### config.mk
export PLATFORM = sky130hd
export DESIGN_NAME = aes_key_schedule
export DESIGN_NICKNAME = d
export VERILOG_FILES = /design/src/rtl/aes_pkg.sv /design/src/rtl/aes_sbox.sv /design/src/rtl/aes_key_schedule.sv
export SDC_FILE = /design/constraint.sdc
export NUM_CORES = 1
export LEC_CHECK = 0
export BUFFER_PORTS_ARGS = -buffer_cell sky130_fd_sc_hd__buf_2
export CAP_MARGIN = 5
export CORE_MARGIN = 5
export CORE_UTILIZATION = 35
export DETAILED_ROUTE_END_ITERATION = 16
export PLACE_DENSITY = 0.55
export SYNTH_ARGS = -nofsm -noshare
export SYNTH_HDL_FRONTEND = slang
export SYNTH_SLANG_ARGS = --single-unit
export TNS_END_PERCENT = 10
### constraint.sdc
create_clock -name clk -period 4.2 [get_ports clk]
set_input_delay 0.63 -clock clk [delete_from_list [all_inputs] [get_ports clk]]
set_output_delay 0.63 -clock clk [all_outputs]
set_load 0.1 [all_outputs]
### src/rtl/aes_pkg.sv
// Shared types, constants and GF(2^8) helpers for the AES-128 key schedule.
package aes_pkg;

    typedef logic [31:0] word_t;
    typedef logic [7:0]  byte_t;

    localparam int NB = 4;
    localparam int NR = 10;

    typedef enum logic [1:0] {
        IDLE = 2'd0,
        FILL = 2'd1,
        EMIT = 2'd2
    } state_t;

    localparam byte_t RCON [0:9] = '{
        8'h01, 8'h02, 8'h04, 8'h08, 8'h10,
        8'h20, 8'h40, 8'h80, 8'h1b, 8'h36
    };

    // Multiply by x in GF(2^8) modulo x^8 + x^4 + x^3 + x + 1.
    function automatic byte_t xtime(input byte_t b);
        return {b[6:0], 1'b0} ^ (b[7] ? 8'h1b : 8'h00);
    endfunction

endpackage

### src/rtl/aes_sbox.sv
// Combinational AES forward S-box; four instances form SubWord.
module aes_sbox
    import aes_pkg::*;
(
    input  logic [7:0] i_byte,
    output logic [7:0] o_byte
);

    localparam byte_t SBOX [0:255] = '{
        8'h63, 8'h7c, 8'h77, 8'h7b, 8'hf2, 8'h6b, 8'h6f, 8'hc5, 8'h30, 8'h01, 8'h67, 8'h2b, 8'hfe, 8'hd7, 8'hab, 8'h76,
        8'hca, 8'h82, 8'hc9, 8'h7d, 8'hfa, 8'h59, 8'h47, 8'hf0, 8'had, 8'hd4, 8'ha2, 8'haf, 8'h9c, 8'ha4, 8'h72, 8'hc0,
        8'hb7, 8'hfd, 8'h93, 8'h26, 8'h36, 8'h3f, 8'hf7, 8'hcc, 8'h34, 8'ha5, 8'he5, 8'hf1, 8'h71, 8'hd8, 8'h31, 8'h15,
        8'h04, 8'hc7, 8'h23, 8'hc3, 8'h18, 8'h96, 8'h05, 8'h9a, 8'h07, 8'h12, 8'h80, 8'he2, 8'heb, 8'h27, 8'hb2, 8'h75,
        8'h09, 8'h83, 8'h2c, 8'h1a, 8'h1b, 8'h6e, 8'h5a, 8'ha0, 8'h52, 8'h3b, 8'hd6, 8'hb3, 8'h29, 8'he3, 8'h2f, 8'h84,
        8'h53, 8'hd1, 8'h00, 8'hed, 8'h20, 8'hfc, 8'hb1, 8'h5b, 8'h6a, 8'hcb, 8'hbe, 8'h39, 8'h4a, 8'h4c, 8'h58, 8'hcf,
        8'hd0, 8'hef, 8'haa, 8'hfb, 8'h43, 8'h4d, 8'h33, 8'h85, 8'h45, 8'hf9, 8'h02, 8'h7f, 8'h50, 8'h3c, 8'h9f, 8'ha8,
        8'h51, 8'ha3, 8'h40, 8'h8f, 8'h92, 8'h9d, 8'h38, 8'hf5, 8'hbc, 8'hb6, 8'hda, 8'h21, 8'h10, 8'hff, 8'hf3, 8'hd2,
        8'hcd, 8'h0c, 8'h13, 8'hec, 8'h5f, 8'h97, 8'h44, 8'h17, 8'hc4, 8'ha7, 8'h7e, 8'h3d, 8'h64, 8'h5d, 8'h19, 8'h73,
        8'h60, 8'h81, 8'h4f, 8'hdc, 8'h22, 8'h2a, 8'h90, 8'h88, 8'h46, 8'hee, 8'hb8, 8'h14, 8'hde, 8'h5e, 8'h0b, 8'hdb,
        8'he0, 8'h32, 8'h3a, 8'h0a, 8'h49, 8'h06, 8'h24, 8'h5c, 8'hc2, 8'hd3, 8'hac, 8'h62, 8'h91, 8'h95, 8'he4, 8'h79,
        8'he7, 8'hc8, 8'h37, 8'h6d, 8'h8d, 8'hd5, 8'h4e, 8'ha9, 8'h6c, 8'h56, 8'hf4, 8'hea, 8'h65, 8'h7a, 8'hae, 8'h08,
        8'hba, 8'h78, 8'h25, 8'h2e, 8'h1c, 8'ha6, 8'hb4, 8'hc6, 8'he8, 8'hdd, 8'h74, 8'h1f, 8'h4b, 8'hbd, 8'h8b, 8'h8a,
        8'h70, 8'h3e, 8'hb5, 8'h66, 8'h48, 8'h03, 8'hf6, 8'h0e, 8'h61, 8'h35, 8'h57, 8'hb9, 8'h86, 8'hc1, 8'h1d, 8'h9e,
        8'he1, 8'hf8, 8'h98, 8'h11, 8'h69, 8'hd9, 8'h8e, 8'h94, 8'h9b, 8'h1e, 8'h87, 8'he9, 8'hce, 8'h55, 8'h28, 8'hdf,
        8'h8c, 8'ha1, 8'h89, 8'h0d, 8'hbf, 8'he6, 8'h42, 8'h68, 8'h41, 8'h99, 8'h2d, 8'h0f, 8'hb0, 8'h54, 8'hbb, 8'h16
    };

    assign o_byte = SBOX[i_byte];

endmodule

### src/rtl/aes_key_schedule.sv
// Sequential AES-128 key expansion: streams w0..w43 one column per handshake.
// Macro AES_KEYSCHED_REVERSE_EN adds a word store and reverse (round 10..0) streaming.
module aes_key_schedule #(
    parameter int NR = 10
) (
    input  logic         clk,
    input  logic         rst,
    input  logic         start,
    input  logic [127:0] key,
    input  logic         rev,
    output logic         busy,
    output logic         out_valid,
    input  logic         out_ready,
    output logic [7:0]   col_out0,
    output logic [7:0]   col_out1,
    output logic [7:0]   col_out2,
    output logic [7:0]   col_out3,
    output logic [3:0]   round_idx,
    output logic [1:0]   word_idx,
    output logic         last
);
    import aes_pkg::*;

    localparam int         WORDS    = NB * (NR + 1);
    localparam logic [5:0] LAST_IDX = 6'(WORDS - 1);
    localparam logic [5:0] GEN_END  = 6'(WORDS - NB);

    state_t     r_state;
    word_t      r_win [0:3];
    logic [5:0] r_i;
    byte_t      r_rcon;
    word_t      r_out;
    logic       r_valid;
    logic       r_busy;
    logic       r_last;
    logic [3:0] r_round;
    logic [1:0] r_word;

    word_t      w_rot;
    word_t      w_sub;
    word_t      w_next;
    logic [5:0] w_i_inc;
    logic       w_more;

    assign w_rot = {r_win[3][23:0], r_win[3][31:24]};

    for (genvar g = 0; g < 4; g++) begin : g_subword
        aes_sbox u_sbox (
            .i_byte (w_rot[8*g +: 8]),
            .o_byte (w_sub[8*g +: 8])
        );
    end

    // Expansion step: w[i+4] from the window w[i..i+3]; column 0 of a round takes the S-box path.
    always_comb begin
        w_i_inc = r_i + 6'd1;
        w_more  = (r_i < GEN_END);
        if (r_i[1:0] == 2'd0) begin
            w_next = r_win[0] ^ w_sub ^ {r_rcon, 24'h000000};
        end else begin
            w_next = r_win[0] ^ r_win[3];
        end
    end

`ifdef AES_KEYSCHED_REVERSE_EN
    word_t      r_mem [0:WORDS-1];
    logic       r_rev;
    logic [5:0] w_i_rev;
    logic [5:0] w_i_fill;

    // Reverse walk: columns ascend within a round, then step to column 0 of the round below.
    always_comb begin
        w_i_fill = r_i + 6'd4;
        if (r_i[1:0] == 2'd3) begin
            w_i_rev = r_i - 6'd7;
        end else begin
            w_i_rev = r_i + 6'd1;
        end
    end

    // Word store: key words on a reverse start, then one generated word per FILL cycle.
    always_ff @(posedge clk) begin
        if ((r_state == IDLE) && start && rev) begin
            r_mem[0] <= key[127:96];
            r_mem[1] <= key[95:64];
            r_mem[2] <= key[63:32];
            r_mem[3] <= key[31:0];
        end else if ((r_state == FILL) && w_more) begin
            r_mem[w_i_fill] <= w_next;
        end
    end
`else
    logic w_unused_rev;
    assign w_unused_rev = rev;
`endif

    // Control FSM with key window, counters and registered stream outputs.
    always_ff @(posedge clk or posedge rst) begin
        if (rst) begin
            r_state <= IDLE;
            for (int k = 0; k < 4; k++) begin
                r_win[k] <= '0;
            end
            r_i     <= 6'd0;
            r_rcon  <= 8'h01;
            r_out   <= 32'h0000_0000;
            r_valid <= 1'b0;
            r_busy  <= 1'b0;
            r_last  <= 1'b0;
            r_round <= 4'd0;
            r_word  <= 2'd0;
`ifdef AES_KEYSCHED_REVERSE_EN
            r_rev   <= 1'b0;
`endif
        end else begin
            case (r_state)
                IDLE: begin
                    if (start) begin
                        r_win[0] <= key[127:96];
                        r_win[1] <= key[95:64];
                        r_win[2] <= key[63:32];
                        r_win[3] <= key[31:0];
                        r_i      <= 6'd0;
                        r_rcon   <= 8'h01;
                        r_busy   <= 1'b1;
                        r_round  <= 4'd0;
                        r_word   <= 2'd0;
                        r_last   <= 1'b0;
`ifdef AES_KEYSCHED_REVERSE_EN
                        r_rev <= rev;
                        if (rev) begin
                            r_state <= FILL;
                            r_valid <= 1'b0;
                        end else begin
                            r_state <= EMIT;
                            r_valid <= 1'b1;
                            r_out   <= key[127:96];
                        end
`else
                        r_state <= EMIT;
                        r_valid <= 1'b1;
                        r_out   <= key[127:96];
`endif
                    end
                end
`ifdef AES_KEYSCHED_REVERSE_EN
                FILL: begin
                    if (!w_more) begin
                        r_state <= EMIT;
                        r_valid <= 1'b1;
                        r_i     <= GEN_END;
                        r_out   <= r_mem[GEN_END];
                        r_round <= GEN_END[5:2];
                        r_word  <= 2'd0;
                        r_last  <= 1'b0;
                    end else begin
                        r_win[0] <= r_win[1];
                        r_win[1] <= r_win[2];
                        r_win[2] <= r_win[3];
                        r_win[3] <= w_next;
                        if (r_i[1:0] == 2'd0) begin
                            r_rcon <= xtime(r_rcon);
                        end
                        r_i <= w_i_inc;
                    end
                end
`endif
                EMIT: begin
                    if (out_ready) begin
                        if (r_last) begin
                            r_state <= IDLE;
                            r_valid <= 1'b0;
                            r_busy  <= 1'b0;
                            r_last  <= 1'b0;
`ifdef AES_KEYSCHED_REVERSE_EN
                        end else if (r_rev) begin
                            r_out   <= r_mem[w_i_rev];
                            r_i     <= w_i_rev;
                            r_round <= w_i_rev[5:2];
                            r_word  <= w_i_rev[1:0];
                            r_last  <= (w_i_rev == 6'd3);
`endif
                        end else begin
                            r_win[0] <= r_win[1];
                            r_win[1] <= r_win[2];
                            r_win[2] <= r_win[3];
                            // Nothing beyond w43 is generated; the tail of the window drains with zeros.
                            if (w_more) begin
                                r_win[3] <= w_next;
                                if (r_i[1:0] == 2'd0) begin
                                    r_rcon <= xtime(r_rcon);
                                end
                            end else begin
                                r_win[3] <= 32'h0000_0000;
                            end
                            r_out   <= r_win[1];
                            r_i     <= w_i_inc;
                            r_round <= w_i_inc[5:2];
                            r_word  <= w_i_inc[1:0];
                            r_last  <= (w_i_inc == LAST_IDX);
                        end
                    end
                end
                default: begin
                    r_state <= IDLE;
                    r_valid <= 1'b0;
                    r_busy  <= 1'b0;
                    r_last  <= 1'b0;
                end
            endcase
        end
    end

    assign busy      = r_busy;
    assign out_valid = r_valid;
    assign last      = r_last;
    assign col_out0  = r_out[31:24];
    assign col_out1  = r_out[23:16];
    assign col_out2  = r_out[15:8];
    assign col_out3  = r_out[7:0];
    assign round_idx = r_round;
    assign word_idx  = r_word;

endmodule

==> impl_metrics.json <==
{
  "synth.yosys.seq_area_share": 0.174,
  "timing.fmax_mhz": 259,
  "synthCells": 2861,
  "worst_path_largest_cell_delay_ns": 0.82,
  "pin_count_of_the_biggest_net_entering_global_routing": 149,
  "flow.area_growth_from_synthesis_pct": 10.5,
  "fp.coreArea_mm2": 0.0588,
  "postSynth.asyncResetShare": 1.00,
  "detail_route.drc_violations": 0,
  "clk_latency_ns": 0.46,
  "hold_path.class": "in2async",
  "h-tree-depth": 4,
  "global_route.overflow_total": 0,
  "finalInstanceArea_mm2": 0.0228,
  "worst_pin_slew_ns": 1.12,
  "globalplace.congestion": 1.05,
  "first_iter_violations": 4258,
  "synth_warnings": 0,
  "finalWirelength_mm": 103,
  "reg2reg_depth": 12,
  "die_w_um": 253,
  "period_share": 0.919,
  "layout-drive-gt1-share": 0.173,
  "fin_skew_ns": 0.0136,
  "holdBufCountCts": 0,
  "grt_usage": 0.307,
  "clock_transition_at_the_registers_of_the_reported_paths_ns": 0.07,
  "timing.critical_path.arrival_ns": 4.17,
  "setup.worst_path.end_class": "register",
  "clockBufferDepth": 2,
  "grt_pass1_vias": 22829,
  "yosys.area.top_type_share": 0.173,
  "place.detailed.instances": 3627,
  "maxSlewViolCount": 0,
  "synth_enable_flop_cells": 0,
  "syn-cell-area_mm2": 0.0207,
  "timing.critical_path.fanout_max": 32,
  "critPathRequiredTime_ns": 4.51,
  "via_per_inst": 6.74,
  "num_vias": 24676,
  "io-pin-count": 174,
  "cts_tree": "yes",
  "num-nets-final": 3069,
  "final.setup.tns_ns": 0,
  "cts-buffers-inserted": 17,
  "std_cell_rows": 89,
  "use_met1": 0.440,
  "met2_usage": 0.450,
  "total_nets_after_synthesis": 3057,
  "synth_top_cells_by_area": "sky130_fd_sc_hd__dfrtp_1, sky130_fd_sc_hd__a21oi_1, sky130_fd_sc_hd__mux2i_1",
  "detailedPlacementHpwl_mm": 74.8,
  "flip_flop_and_latch_count_after_synthesis": 144,
  "post_layout_nonfiller_instances": 3661,
  "synth_largest_area_cell": "sky130_fd_sc_hd__dfrtp_1",
  "avgSynthCellArea_um2": 7.22,
  "ctsRootBufferMaster": "sky130_fd_sc_hd__clkbuf_16",
  "rsz0062_at_grt": "false",
  "global_route_hottest_layer": "met2",
  "synth_flop_cell": "sky130_fd_sc_hd__dfrtp_1",
  "full_die_area_mm2": 0.0640,
  "run_status": "completed",
  "drtPass1Iterations": 7,
  "finish.utilization": 0.388,
  "grt_first_pass_wirelength_mm": 152,
  "antenna_found_initial": 11,
  "yosys.cell_types.count": 100,
  "cp_cell_sequence": "buf_4, ha_1, and2_1, o21ai_1, o311ai_0, a21oi_1, a2111oi_0, buf_4, a311oi_1, xnor2_1, a211oi_1, a21oi_1",
  "slowest_stage": "sky130_fd_sc_hd__a2111oi_0",
  "tritoncts_num_sinks": 144,
  "die_h_um": 253,
  "initial_core_util": 0.352,
  "routed_antenna_nets": 0,
  "postCtsSetupBuffers": 0,
  "drv.max_cap_violation_count": 0,
  "io_buffers": 172,
  "finalCriticalPeriod_ns": 3.86,
  "start_kind": "register",
  "fraction_of_met3_tracks_used_by_global_routing": 0.0721,
  "detail_route.wl_per_cell_um": 28.3,
  "hold_viol_final": 0,
  "dpl-instance-area_mm2": 0.0222,
  "critPathKind": "reg2reg",
  "cts_resized": 0,
  "timing.final.setup_violations": 0,
  "max_slew_margin": 0.252
}
layout make-up:
class	count	area, um^2
Clock buffer	18	429
Timing Repair Buffer	344	2300
Antenna cell	2	5.00
Fill cell	6305	36000
Inverter	44	169
Clock inverter	14	179
Multi-Input combinational cell	2322	15200
Sequential cell	144	3630
Tap cell	773	967
final timing paths:
path / start / endpoint / slack [ns]
min reg2reg: r_rcon[1] / r_rcon[1] / 0.53
min in group clk: out_ready / busy / 0.41
min: rst / r_win[120] / 0.25
max reg2reg: r_win[9] / r_win[20] / 0.34
max in group asynchronous: rst / busy / 2.97
max: r_win[9] / r_win[20] / 0.34
layer usage:
metal / part of all wire / vias up / wire, um
met5: 0.0010 / - / 104
met4: 0.043 / 18 / 4480
met2: 0.42 / 1808 / 43600
li1: - / 10699 / -
met1: 0.42 / 11835 / 43300
met3: 0.12 / 316 / 12000
flip-flops by register name, indices dropped and copies added (netlist names):
register / cells
r_win: 128
r_rcon: 8
r_i: 6
busy: 1
last: 1
cell families (layout without fill, tap and decap cells):
group,count (synthesis),after routing,share of synthesized area
adders and majority gates,63,63,0.0381
and+or+nand+nor,949,949,0.219
DFF,144,144,0.174
other,0,2,0
muxes,179,179,0.116
buffers and inverters,395,420,0.0932
AOI/OAI and AO/OA,1086,1086,0.339
xor gates and xnor gates,45,45,0.0200
cell usage after synthesis, types with 48 or more instances:
library cell and count:
sky130_fd_sc_hd__nor2b_1 52, sky130_fd_sc_hd__nand2_1 211, sky130_fd_sc_hd__clkbuf_1 160, sky130_fd_sc_hd__a21oi_1 333
sky130_fd_sc_hd__nand2b_1 73, sky130_fd_sc_hd__o21ai_0 233, sky130_fd_sc_hd__nand3_1 89, sky130_fd_sc_hd__o211ai_1 54
sky130_fd_sc_hd__buf_2 102, sky130_fd_sc_hd__a31oi_1 67, sky130_fd_sc_hd__buf_4 53, sky130_fd_sc_hd__nor2_1 289
sky130_fd_sc_hd__o311ai_0 51, sky130_fd_sc_hd__nor3_1 89, sky130_fd_sc_hd__ha_1 63, sky130_fd_sc_hd__mux4_2 48
sky130_fd_sc_hd__mux2i_1 123, sky130_fd_sc_hd__dfrtp_1 143
cell usage in the layout (no fill, tap or decap), types with 48 or more instances in the layout:
| master | n |
|---|---|
| sky130_fd_sc_hd__a21oi_1 | 333 |
| sky130_fd_sc_hd__nor2b_1 | 52 |
| sky130_fd_sc_hd__mux2i_1 | 123 |
| sky130_fd_sc_hd__nand2b_1 | 72 |
| sky130_fd_sc_hd__dfrtp_1 | 129 |
| sky130_fd_sc_hd__o21ai_0 | 233 |
| sky130_fd_sc_hd__nand3_1 | 89 |
| sky130_fd_sc_hd__o311ai_0 | 51 |
| sky130_fd_sc_hd__buf_2 | 172 |
| sky130_fd_sc_hd__a31oi_1 | 67 |
| sky130_fd_sc_hd__nor2_1 | 288 |
| sky130_fd_sc_hd__nand2_1 | 211 |
| sky130_fd_sc_hd__buf_4 | 160 |
| sky130_fd_sc_hd__nor3_1 | 89 |
| sky130_fd_sc_hd__ha_1 | 62 |
| sky130_fd_sc_hd__o211ai_1 | 54 |
| sky130_fd_sc_hd__mux4_2 | 48 |
worst max-delay path, delay by kind of cell (launching register included):
family	cells	cell delay, ns
adders and majority gates	1	0.57
and+or+nand+nor	1	0.31
xor gates and xnor gates	1	0.20
AOI/OAI and AO/OA	7	1.66
DFF	1	0.34
buffers and inverters	2	0.61
per-stage QoR:
stage	setup slack [ns]	hold slack, ns
finish	0.340	0.250
global route	0.286	0.270
CTS	0.513	0.248
detailed placement	0.543	0.510
global placement	0.472	0.502
floorplan	0.825	0.471
Power is left out: the tool's default activity adds up to more than one toggle a clock period on the data nets, which glitch-free logic cannot reach.
